File: src/rtl/uart_bus_bridge_pkg.sv
// Shared opcodes, reply codes and frame-FSM state encoding for the UART-to-bus bridge.
package uart_bridge_pkg;

  localparam logic [7:0] OP_WRITE = 8'h57;
  localparam logic [7:0] OP_READ  = 8'h52;
  localparam logic [7:0] RSP_ACK  = 8'h06;
  localparam logic [7:0] RSP_NAK  = 8'h15;

  typedef enum logic [3:0] {
    ST_IDLE,
    ST_OP,
    ST_W_ADDR,
    ST_W_HI,
    ST_W_LO,
    ST_BUS_WR,
    ST_R_ADDR,
    ST_BUS_RD,
    ST_SEND,
    ST_SEND_WAIT
  } bridge_state_e;

endpackage

File: src/rtl/uart_bus_bridge_if.sv
// Device control bus: 8-bit address, 16-bit data, single-cycle strobe.
interface uart_bus_bridge_if;
  logic        bus_control;
  logic        bus_write_enable;
  logic [7:0]  bus_address;
  logic [15:0] bus_data_out;
  logic [15:0] bus_data_in;

  modport master (
    output bus_control, bus_write_enable, bus_address, bus_data_out,
    input  bus_data_in
  );

  modport slave (
    input  bus_control, bus_write_enable, bus_address, bus_data_out,
    output bus_data_in
  );
endinterface

File: src/rtl/uart_rx.sv
// 8N1 UART receiver; holds one byte with a data_ready flag cleared by read_en.
module uart_rx #(
  parameter logic [15:0] BAUD_DIVIDER = 16'h8C
) (
  input  logic       clock,
  input  logic       reset_n,
  input  logic       rx,
  input  logic       read_en,
  output logic [7:0] data_out,
  output logic       data_ready,
  output logic       overrun
);

  typedef enum logic [1:0] {RX_IDLE, RX_START, RX_DATA, RX_STOP} rx_state_e;

  localparam logic [15:0] HALF_BIT = BAUD_DIVIDER >> 1;

  rx_state_e   state, next_state;
  logic [1:0]  sync;
  logic        rx_s;
  logic [15:0] baud_cnt;
  logic [2:0]  bit_idx;
  logic [7:0]  shreg;
  logic        bit_end, half_end, byte_done;

  assign rx_s     = sync[1];
  assign bit_end  = (baud_cnt == BAUD_DIVIDER - 16'd1);
  assign half_end = (baud_cnt == HALF_BIT - 16'd1);

  always_comb begin
    next_state = state;
    byte_done  = 1'b0;
    case (state)
      RX_IDLE:  if (!rx_s) next_state = RX_START;
      RX_START: if (half_end) next_state = rx_s ? RX_IDLE : RX_DATA;
      RX_DATA:  if (bit_end && bit_idx == 3'd7) next_state = RX_STOP;
      RX_STOP: begin
        if (bit_end) begin
          next_state = RX_IDLE;
          byte_done  = rx_s;
        end
      end
      default:  next_state = RX_IDLE;
    endcase
  end

  always_ff @(posedge clock or negedge reset_n) begin
    if (!reset_n) begin
      state      <= RX_IDLE;
      sync       <= '1;
      baud_cnt   <= '0;
      bit_idx    <= '0;
      shreg      <= '0;
      data_out   <= '0;
      data_ready <= 1'b0;
      overrun    <= 1'b0;
    end else begin
      state <= next_state;
      sync  <= {sync[0], rx};
      if (state == RX_IDLE || next_state != state || bit_end)
        baud_cnt <= '0;
      else
        baud_cnt <= baud_cnt + 16'd1;
      if (state == RX_IDLE)
        bit_idx <= '0;
      else if (state == RX_DATA && bit_end) begin
        shreg   <= {rx_s, shreg[7:1]};
        bit_idx <= bit_idx + 3'd1;
      end
      // A byte completing in the same cycle as read_en wins: the reader took the old one.
      if (byte_done) begin
        data_out   <= shreg;
        data_ready <= 1'b1;
        overrun    <= data_ready & ~read_en;
      end else if (read_en) begin
        data_ready <= 1'b0;
      end
    end
  end

endmodule

File: src/rtl/uart_tx.sv
// 8N1 UART transmitter; data_ready is high while idle and able to take a byte.
module uart_tx #(
  parameter logic [15:0] BAUD_DIVIDER = 16'h8C
) (
  input  logic       clock,
  input  logic       reset_n,
  input  logic [7:0] data_in,
  input  logic       write_en,
  output logic       data_ready,
  output logic       tx
);

  typedef enum logic {TX_IDLE, TX_SHIFT} tx_state_e;

  tx_state_e   state, next_state;
  logic [9:0]  shreg;
  logic [3:0]  bit_cnt;
  logic [15:0] baud_cnt;
  logic        bit_end;

  assign bit_end    = (baud_cnt == BAUD_DIVIDER - 16'd1);
  assign data_ready = (state == TX_IDLE);
  assign tx         = shreg[0];

  always_comb begin
    next_state = state;
    case (state)
      TX_IDLE:  if (write_en) next_state = TX_SHIFT;
      TX_SHIFT: if (bit_end && bit_cnt == 4'd9) next_state = TX_IDLE;
      default:  next_state = TX_IDLE;
    endcase
  end

  // Shifting in ones leaves the register all-ones after the stop bit, so tx idles high.
  always_ff @(posedge clock or negedge reset_n) begin
    if (!reset_n) begin
      state    <= TX_IDLE;
      shreg    <= '1;
      bit_cnt  <= '0;
      baud_cnt <= '0;
    end else begin
      state <= next_state;
      if (state == TX_IDLE) begin
        if (write_en) begin
          shreg    <= {1'b1, data_in, 1'b0};
          bit_cnt  <= '0;
          baud_cnt <= '0;
        end
      end else if (bit_end) begin
        shreg    <= {1'b1, shreg[9:1]};
        bit_cnt  <= bit_cnt + 4'd1;
        baud_cnt <= '0;
      end else begin
        baud_cnt <= baud_cnt + 16'd1;
      end
    end
  end

endmodule

File: src/rtl/uart_bus_bridge.sv
// UART command frames to single-cycle control-bus reads/writes, replies on tx.
// UART_BRIDGE_TIMEOUT_EN builds an inter-byte gap counter that aborts partial frames.
module uart_bus_bridge
  import uart_bridge_pkg::*;
#(
  parameter logic [15:0] BAUD_DIVIDER   = 16'h8C,
  parameter logic [23:0] TIMEOUT_CYCLES = 24'd1_000_000
) (
  input  logic                      clock,
  input  logic                      reset_n,
  input  logic                      rx,
  output logic                      tx,
  output logic                      busy,
  uart_bus_bridge_if.master         bus
);

  bridge_state_e state, next_state;

  logic [7:0]  rx_data;
  logic        rx_ready, rx_read_en, rx_overrun_unused;
  logic [7:0]  tx_byte;
  logic        tx_ready, tx_write_en;

  logic [7:0]  op_byte;
  logic [7:0]  addr_q;
  logic [15:0] wdata_q;
  logic [7:0]  reply [2];
  logic        reply_two, reply_idx, tx_fell;
  logic        load_nak, gap_expired;

  uart_rx #(.BAUD_DIVIDER(BAUD_DIVIDER)) u_rx (
    .clock      (clock),
    .reset_n    (reset_n),
    .rx         (rx),
    .read_en    (rx_read_en),
    .data_out   (rx_data),
    .data_ready (rx_ready),
    .overrun    (rx_overrun_unused)
  );

  uart_tx #(.BAUD_DIVIDER(BAUD_DIVIDER)) u_tx (
    .clock      (clock),
    .reset_n    (reset_n),
    .data_in    (tx_byte),
    .write_en   (tx_write_en),
    .data_ready (tx_ready),
    .tx         (tx)
  );

  assign bus.bus_control      = (state == ST_BUS_WR) || (state == ST_BUS_RD);
  assign bus.bus_write_enable = (state == ST_BUS_WR);
  assign bus.bus_address      = addr_q;
  assign bus.bus_data_out     = wdata_q;
  assign busy                 = (state != ST_IDLE);
  assign tx_byte              = reply[reply_idx];

`ifdef UART_BRIDGE_TIMEOUT_EN
  logic [23:0] gap_cnt;
  logic        in_gap;

  assign in_gap      = state inside {ST_W_ADDR, ST_W_HI, ST_W_LO, ST_R_ADDR};
  assign gap_expired = in_gap && (gap_cnt == TIMEOUT_CYCLES - 24'd1);

  always_ff @(posedge clock or negedge reset_n) begin
    if (!reset_n)
      gap_cnt <= '0;
    else if (in_gap && !rx_read_en)
      gap_cnt <= gap_cnt + 24'd1;
    else
      gap_cnt <= '0;
  end
`else
  logic timeout_unused;
  assign timeout_unused = ^TIMEOUT_CYCLES;
  assign gap_expired    = 1'b0;
`endif

  always_comb begin
    next_state  = state;
    rx_read_en  = 1'b0;
    tx_write_en = 1'b0;
    load_nak    = 1'b0;
    case (state)
      ST_IDLE: begin
        if (rx_ready) begin
          rx_read_en = 1'b1;
          next_state = ST_OP;
        end
      end
      ST_OP: begin
        if (op_byte == OP_WRITE)     next_state = ST_W_ADDR;
        else if (op_byte == OP_READ) next_state = ST_R_ADDR;
        else begin
          load_nak   = 1'b1;
          next_state = ST_SEND;
        end
      end
      ST_W_ADDR, ST_W_HI, ST_W_LO, ST_R_ADDR: begin
        if (rx_ready) begin
          rx_read_en = 1'b1;
          case (state)
            ST_W_ADDR: next_state = ST_W_HI;
            ST_W_HI:   next_state = ST_W_LO;
            ST_W_LO:   next_state = ST_BUS_WR;
            default:   next_state = ST_BUS_RD;
          endcase
        end else if (gap_expired) begin
          load_nak   = 1'b1;
          next_state = ST_SEND;
        end
      end
      ST_BUS_WR, ST_BUS_RD: next_state = ST_SEND;
      ST_SEND: begin
        if (tx_ready) begin
          tx_write_en = 1'b1;
          next_state  = ST_SEND_WAIT;
        end
      end
      ST_SEND_WAIT: begin
        if (tx_fell && tx_ready)
          next_state = (reply_two && !reply_idx) ? ST_SEND : ST_IDLE;
      end
      default: next_state = ST_IDLE;
    endcase
  end

  always_ff @(posedge clock or negedge reset_n) begin
    if (!reset_n) begin
      state     <= ST_IDLE;
      op_byte   <= '0;
      addr_q    <= '0;
      wdata_q   <= '0;
      reply[0]  <= '0;
      reply[1]  <= '0;
      reply_two <= 1'b0;
      reply_idx <= 1'b0;
      tx_fell   <= 1'b0;
    end else begin
      state <= next_state;
      if (rx_read_en) begin
        case (state)
          ST_IDLE:              op_byte       <= rx_data;
          ST_W_ADDR, ST_R_ADDR: addr_q        <= rx_data;
          ST_W_HI:              wdata_q[15:8] <= rx_data;
          ST_W_LO:              wdata_q[7:0]  <= rx_data;
          default: ;
        endcase
      end
      if (load_nak || state == ST_BUS_WR) begin
        reply[0]  <= load_nak ? RSP_NAK : RSP_ACK;
        reply_two <= 1'b0;
        reply_idx <= 1'b0;
      end else if (state == ST_BUS_RD) begin
        reply[0]  <= bus.bus_data_in[15:8];
        reply[1]  <= bus.bus_data_in[7:0];
        reply_two <= 1'b1;
        reply_idx <= 1'b0;
      end else if (state == ST_SEND_WAIT && tx_fell && tx_ready) begin
        reply_idx <= 1'b1;
      end
      // Only a ready rise seen after the fall marks the byte as fully shifted out.
      if (tx_write_en)
        tx_fell <= 1'b0;
      else if (state == ST_SEND_WAIT && !tx_ready)
        tx_fell <= 1'b1;
    end
  end

endmodule

File: src/flat_wrapper.sv
// flat-port wrapper written by rule: the top's interface ports become plain ports
module uart_bus_bridge_flat import uart_bridge_pkg::*;
#(
  parameter logic [15:0] BAUD_DIVIDER   = 16'h8C,
  parameter logic [23:0] TIMEOUT_CYCLES = 24'd1_000_000
)
  (clock, reset_n, rx, tx, busy, bus_bus_control, bus_bus_write_enable, bus_bus_address, bus_bus_data_out, bus_bus_data_in);
  uart_bus_bridge_if bus_i ();
  input  logic clock;
  input  logic reset_n;
  input  logic rx;
  output logic tx;
  output logic busy;
  output wire logic [$bits(bus_i.bus_control)-1:0] bus_bus_control;
  output wire logic [$bits(bus_i.bus_write_enable)-1:0] bus_bus_write_enable;
  output wire logic [$bits(bus_i.bus_address)-1:0] bus_bus_address;
  output wire logic [$bits(bus_i.bus_data_out)-1:0] bus_bus_data_out;
  input wire logic [$bits(bus_i.bus_data_in)-1:0] bus_bus_data_in;
  assign bus_bus_control = bus_i.bus_control;
  assign bus_bus_write_enable = bus_i.bus_write_enable;
  assign bus_bus_address = bus_i.bus_address;
  assign bus_bus_data_out = bus_i.bus_data_out;
  assign bus_i.bus_data_in = bus_bus_data_in;
  uart_bus_bridge #(.BAUD_DIVIDER(BAUD_DIVIDER), .TIMEOUT_CYCLES(TIMEOUT_CYCLES)) u_core (.clock(clock), .reset_n(reset_n), .rx(rx), .tx(tx), .busy(busy), .bus(bus_i));
endmodule
File: config.mk
export PLATFORM = sky130hd
export DESIGN_NAME = uart_bus_bridge_flat
export DESIGN_NICKNAME = d
export VERILOG_FILES = /design/src/rtl/uart_bus_bridge_pkg.sv /design/src/rtl/uart_bus_bridge_if.sv /design/src/rtl/uart_rx.sv /design/src/rtl/uart_tx.sv /design/src/rtl/uart_bus_bridge.sv /design/src/flat_wrapper.sv
export SDC_FILE = /design/constraint.sdc
export NUM_CORES = 1
export LEC_CHECK = 0
export ABC_AREA = 1
export BUFFER_PORTS_ARGS = -buffer_cell sky130_fd_sc_hd__buf_2
export CAP_MARGIN = 20
export CELL_PAD_IN_SITES_DETAIL_PLACEMENT = 1
export CELL_PAD_IN_SITES_GLOBAL_PLACEMENT = 2
export CORE_MARGIN = 3
export CORE_UTILIZATION = 36
export DETAILED_ROUTE_END_ITERATION = 6
export GPL_TIMING_DRIVEN = 1
export PLACE_DENSITY_LB_ADDON = 0.1
export REMOVE_ABC_BUFFERS = 1
export SLEW_MARGIN = 20
export SYNTH_ARGS = -nofsm -noshare
export SYNTH_HDL_FRONTEND = slang
export SYNTH_HIERARCHICAL = 1
export SYNTH_SLANG_ARGS = --single-unit
File: constraint.sdc
create_clock -name clock -period 1.93 [get_ports clock]
set_input_delay 0.193 -clock clock [delete_from_list [all_inputs] [get_ports clock]]
set_output_delay 0.193 -clock clock [all_outputs]
set_load 0.05 [all_outputs]
# ---- Word level (Yosys, flattened, before mapping)
# Index checks and enable logic that the tools add are counted.
dict set report word_totals {
  in_bits 19
  ff_bits 126
}
dict set report classes {
  n_eq_ne 25
  muxes 54
  bitwise_logic 4
  add_sub_neg 4
  reduce_logical 34
  magnitude_cmp 1
}
# operator count
set ops {}
lappend ops {{2-to-1 mux 16 bit} 5}
lappend ops {{2-to-1 mux 4 bit} 10}
lappend ops {{adder 16 x 1 -> 16 bit, second input constant} 2}
lappend ops {{== test 16 x 8 -> 1 bit, second input constant} 2}
lappend ops {{2-to-1 mux 8 bit} 4}
lappend ops {{2-to-1 mux 10 bit} 3}
lappend ops {{one-hot mux 4 bit (6 select lines)} 1}
lappend ops {{2-to-1 mux 1 bit} 20}
lappend ops {{== test 16 x 7 -> 1 bit, second input constant} 1}
lappend ops {{== test 4 x 3 -> 1 bit, second input constant} 4}
lappend ops {{== test 8 x 7 -> 1 bit, second input constant} 2}
lappend ops {{AND reduction 2 bit} 7}
lappend ops {{== test 4 bit, second input constant} 3}
lappend ops {{2-to-1 mux 2 bit} 5}
lappend ops {{nonzero test 2 bit} 5}
lappend ops {{one-hot mux 3 bit (3 select lines)} 1}
lappend ops {{== test 4 x 2 -> 1 bit, second input constant} 2}
lappend ops {{logical AND 1 bit} 8}
lappend ops {{one-hot mux 2 bit (4 select lines)} 1}
lappend ops {{2-to-1 mux 3 bit} 2}
lappend ops {{inequality test 2 bit, second input constant} 3}
lappend ops {{2-to-1 mux 5 bit} 1}
lappend ops {{OR reduction 5 bit} 1}
lappend ops {{adder 4 x 1 -> 4 bit, second input constant} 1}
lappend ops {{other kinds (20)} 28}

# ---- Logic depth before layout (Yosys ltp)
dict set report logic_depth {
  depth_word 8
  depth_mapped 12
  ltp_nobuf 11
}

# ---- Modules after synthesis
# Netlist, hierarchy kept.
# module instances area_per_inst_um2 seq_area_each_um2 cells_each
set modules_own_cells {}
lappend modules_own_cells {uart_bus_bridge 1 2563.7 1376.3 313}
lappend modules_own_cells {uart_rx 1 2033.2 1028.5 220}
lappend modules_own_cells {uart_tx 1 1824.2 762.0 264}

# ---- Worst setup path before layout
# Ideal clock, no wire load.
dict set report synth_timing {
  kind {register -> register}
  from {reg u_core.state[2]}
  to {reg u_core.reply_two}
  setup_time_ps 142
  slack_ps 310
  stages_incl_launch_ff 8
  path_buffers 0
  arrival_ps 1477
  period_less_slack_ps 1620
  cell_sequence {dfrtp_1 inv_1 nor2_4 inv_1 nor2_2 inv_1 nand2_2 o21ai_0}
}
dict set report synth_between {
  elab_chain_cells 4
}
# item line_no
set synth_lines {}
lappend synth_lines {{start, declared} uart_bus_bridge.sv:17} ;# bridge_state_e state, next_state;
lappend synth_lines {{start signal, assigned} uart_bus_bridge.sv:139} ;# state <= next_state;
lappend synth_lines {{== test 4 x 1 -> 1 bit} uart_bus_bridge.sv:83} ;# case (state)
lappend synth_lines {{2-to-1 mux 1 bit} n/a}
lappend synth_lines {{logical OR 1 bit} uart_bus_bridge.sv:149} ;# if (load_nak || state == ST_BUS_WR) begin
lappend synth_lines {{2-to-1 mux 1 bit or nonzero test 2 bit (tied branches)} n/a}
lappend synth_lines {{end signal, assigned} uart_bus_bridge.sv:135} ;# reply_two <= 1'b0;
lappend synth_lines {{end signal, assigned} uart_bus_bridge.sv:151} ;# reply_two <= 1'b0;
lappend synth_lines {{end signal, assigned} uart_bus_bridge.sv:156} ;# reply_two <= 1'b1;
lappend synth_lines {{end, declared} uart_bus_bridge.sv:28} ;# logic reply_two, reply_idx, tx_fell;
# Parallel ways exist; a longest one is shown, timed or not.
# A chain may end at the register's enable or synchronous reset.

# ---- Final worst setup path
dict set report layout_timing {
  from {reg u_core.state[2]}
  to {out bus_bus_write_enable}
}
dict set report layout_between {
  elab_chain_cells 1
}
# item line_no
set layout_lines {}
lappend layout_lines {{== test 4 x 3 -> 1 bit} uart_bus_bridge.sv:51} ;# assign bus.bus_write_enable = (state == ST_BUS_WR);
lappend layout_lines {{end, declared} flat_wrapper.sv:15} ;# output wire logic [$bits(bus_i.bus_write_enable)-1:0] bus_bus_write_enable;
# No other way between the ends.

==> flow_metrics.env <==
export IMPL_hold_viol_final=0
export IMPL_outcome="completed"
export IMPL_drt_iter0_drc=245
export IMPL_power_density_nw_per_um2=777.0
export IMPL_swShare_pct=22.79
export IMPL_fmax_mhz=560.0
export IMPL_postSynthCellCount=792
export IMPL_portBuffers=46
export IMPL_grt_pass1_vias=5677
export IMPL_p_comb_share_pct=1.8
export IMPL_fillCellCount=2108
export IMPL_vdd_drop_max_mv=0.6090
export IMPL_diodes=0
export IMPL_grt_max_degree=43
export IMPL_cts_root_buf="clkbuf_16"
export IMPL_final_nets=893
export IMPL_clock_sinks=125
export IMPL_syn_area_um2=6381
export IMPL_setup_worst_path_class="flip-flop to output pin"
export IMPL_clk_pin_slew_ps=60
export IMPL_setup_worst_path_end_class="output pin"
export IMPL_die_area_um2=19360
export IMPL_finalNonFillerCells=1104
export IMPL_crit_slowest_cell="dfrtp_1"
export IMPL_cell_internal_pwr_mw=4.587
export IMPL_grt_ovfl_total=0
export IMPL_finalCriticalPeriod_ps=1786
export IMPL_fin_crit_sh_pct=92.53
export IMPL_syn_mean_instance_area_um2=8.057
export IMPL_place_inst=1052
export IMPL_critPathMostFrequentCell="inv_1"
export IMPL_timing_slew_headroom_pct=63.24
export IMPL_cp_arrival_ps=1590
export IMPL_rsz0062_at_grt="yes"
export IMPL_cts_tree="built"
export IMPL_dp_hpwl_um=11760
export IMPL_cp_max_fo=6
export IMPL_min_path_type="input pin to flip-flop"
export IMPL_maxCapViolCount=0
export IMPL_path_cells="inv_1 -> nor2_4 -> inv_1 -> nor2_1 -> clkbuf_4"
export IMPL_grt_usage_pct=18.03
export IMPL_startpoint_type="flip-flop"
export IMPL_route_detailed_drc=0
export IMPL_place_area_um2=6859
export IMPL_cts_max_level=4
export IMPL_via_per_inst=4.886
export IMPL_grt_pass1_wl_um=28660
export IMPL_yosysWarnings=6
export IMPL_power_switching_mw=1.354
export IMPL_worstPathRequired_ps=1740
export IMPL_drive_above_1_share_pct=19.23
export IMPL_setup_violations=0
export IMPL_wl_per_cell_um=15.04
export IMPL_ant_nets=0
export IMPL_vias=5394
export IMPL_grt_antenna_before_repair=0
export IMPL_tightest_slew_ps=549.8
export IMPL_initial_core_util_pct=36.89
export IMPL_cts_buffers_inserted=17
export IMPL_leakagePower_nw=3.699
export IMPL_area_delta_synth_final_pct=19.80
export IMPL_gp_congestion=0.7776
export IMPL_slowest_delay_ps=430
export IMPL_pwr_share_clk_pct=53.9
export IMPL_die_w_um=139.1
export IMPL_die_h_um=139.1
export IMPL_core_um2=17300
export IMPL_rows=48
export IMPL_firstDrtPassIters=4
export IMPL_wirelength_um=16610
export IMPL_ioPinCount=47
export IMPL_clk_latency_ps=420
export IMPL_design_area_um2=7645
export IMPL_seqPwrFrac_pct=44.2
export IMPL_skew_ps=13.12
export IMPL_cts_path_max_buffers=2
export IMPL_slew_viol_final=0
## state kept, by name, indices dropped and copies added (netlist names)
name                     cells
u_core/tx_fell               1
u_core/reply_two             1
u_core/reply                16
u_core/reply_idx             1
u_core/u_rx/bit_idx          3
u_core/bus.bus_data_out     16
u_core/state                 4
u_core/u_rx/data_out         8
u_core/u_rx/state            2
u_core/u_tx/state            1
u_core/u_tx/baud_cnt        16
u_core/u_rx/shreg            8
u_core/u_rx/data_ready       1
u_core/u_rx/baud_cnt        16
u_core/bus.bus_address       8
u_core/u_tx/bit_cnt          4
u_core/u_rx/sync             2
u_core/u_tx/shreg            9
u_core/op_byte               8
## power groups by stage
| stage | Combinational, mW | Clock, mW | Sequential, mW |
|---|---|---|---|
| 2_1_floorplan | 0.00347 | 0 | 2.68 |
| 4_1_cts | 0.114 | 3.30 | 2.63 |
| 5_1_grt | 0.126 | 3.43 | 2.63 |
| 3_3_place_gp | 0.0886 | 0 | 2.67 |
| 3_5_place_dp | 0.0918 | 0 | 2.67 |
| 6_report | 0.108 | 3.20 | 2.63 |
## cell type report
cell class | count | area, um2 | area share, %
clock buffers | 17 | 425.4 | 5.565
clock inverters | 14 | 157.7 | 2.062
inverters | 93 | 349.1 | 4.566
multi-input cells | 553 | 2759 | 36.09
flip-flops and latches | 125 | 3142 | 41.10
well taps | 225 | 281.5 | 3.682
repair buffers | 77 | 530.5 | 6.939
## placed cells by master, fill, tap and decap left out, types with 3 or more instances in the layout
| master | n |
|---|---|
| nor2_2 | 24 |
| nor2_1 | 60 |
| dfstp_2 | 11 |
| inv_2 | 6 |
| dfrtp_1 | 114 |
| xor2_1 | 12 |
| o21ai_0 | 40 |
| nor3_1 | 3 |
| buf_4 | 17 |
| a21oi_1 | 13 |
| o21ai_2 | 8 |
| nand2_1 | 249 |
| dlygate4sd3_1 | 14 |
| nand4_1 | 25 |
| nand3_2 | 6 |
| ha_1 | 6 |
| xnor2_1 | 3 |
| inv_6 | 6 |
| buf_2 | 43 |
| nor2_4 | 4 |
| clkbuf_16 | 17 |
| nand2_2 | 7 |
| clkinvlp_4 | 3 |
| inv_1 | 85 |
| nand3_1 | 64 |
| o21bai_1 | 3 |
| o21ai_1 | 4 |
| o211ai_1 | 4 |
## final timing paths
kind	from	to	slack, ps	cells past startpoint
min reg2reg	u_core/u_rx/sync[0]	u_core/u_rx/sync[1]	360	0
min in group asynchronous	reset_n	u_core/reply[6]	270	2
min	bus_bus_data_in[14]	u_core/reply[14]	30	3
max in group asynchronous	reset_n	u_core/u_tx/shreg[3]	1000	3
max	u_core/state[2]	bus_bus_write_enable	140	5
max reg2reg	u_core/u_rx/baud_cnt[0]	u_core/u_rx/baud_cnt[3]	170	9
## critical path, delay by kind of cell (launching register included)
| kind | cells | cell delay, ps |
|---|---|---|
| buffers and inverters | 3 | 450 |
| DFF | 1 | 430 |
| and+or+nand+nor | 2 | 310 |
## repair_timing
item,4_1_cts,5_1_grt
gates resized for setup,0,5
buffers inserted,0,7
hold buffers,14,0
setup endpoints to repair,0,36
endpoints found under the hold margin,38,0
## metrics by stage
| stage | util, % | power [mW] | setup TNS (ps) | worst slack [ps] | hold slack (ps) |
|---|---|---|---|---|---|
| floorplan | - | 2.679 | -3681 | -293.8 | -102.6 |
| finish | 44.20 | 5.940 | 0 | 144.2 | 26.44 |
| CTS | 43.84 | 6.044 | 0 | 47.17 | 18.71 |
| global placement | 39.66 | 2.764 | 0 | 233.6 | 167.1 |
| global route | 44.20 | 6.178 | -46.68 | -11.45 | 26.71 |
| detailed placement | 39.66 | 2.767 | 0 | 124.6 | 176.8 |
## per-layer routing
| metal | vias up | part of all wire (%) | GRT usage [%] |
|---|---|---|---|
| li1 | 2680 | - | - |
| met1 | 2674 | 45 | 22.96 |
| met4 | 0 | 0.92 | 4.325 |
| met5 | - | 0 | 0 |
| met2 | 27 | 52 | 31.19 |
| met3 | 13 | 2.3 | 4.207 |
Power figures use the tool's default switching activity.
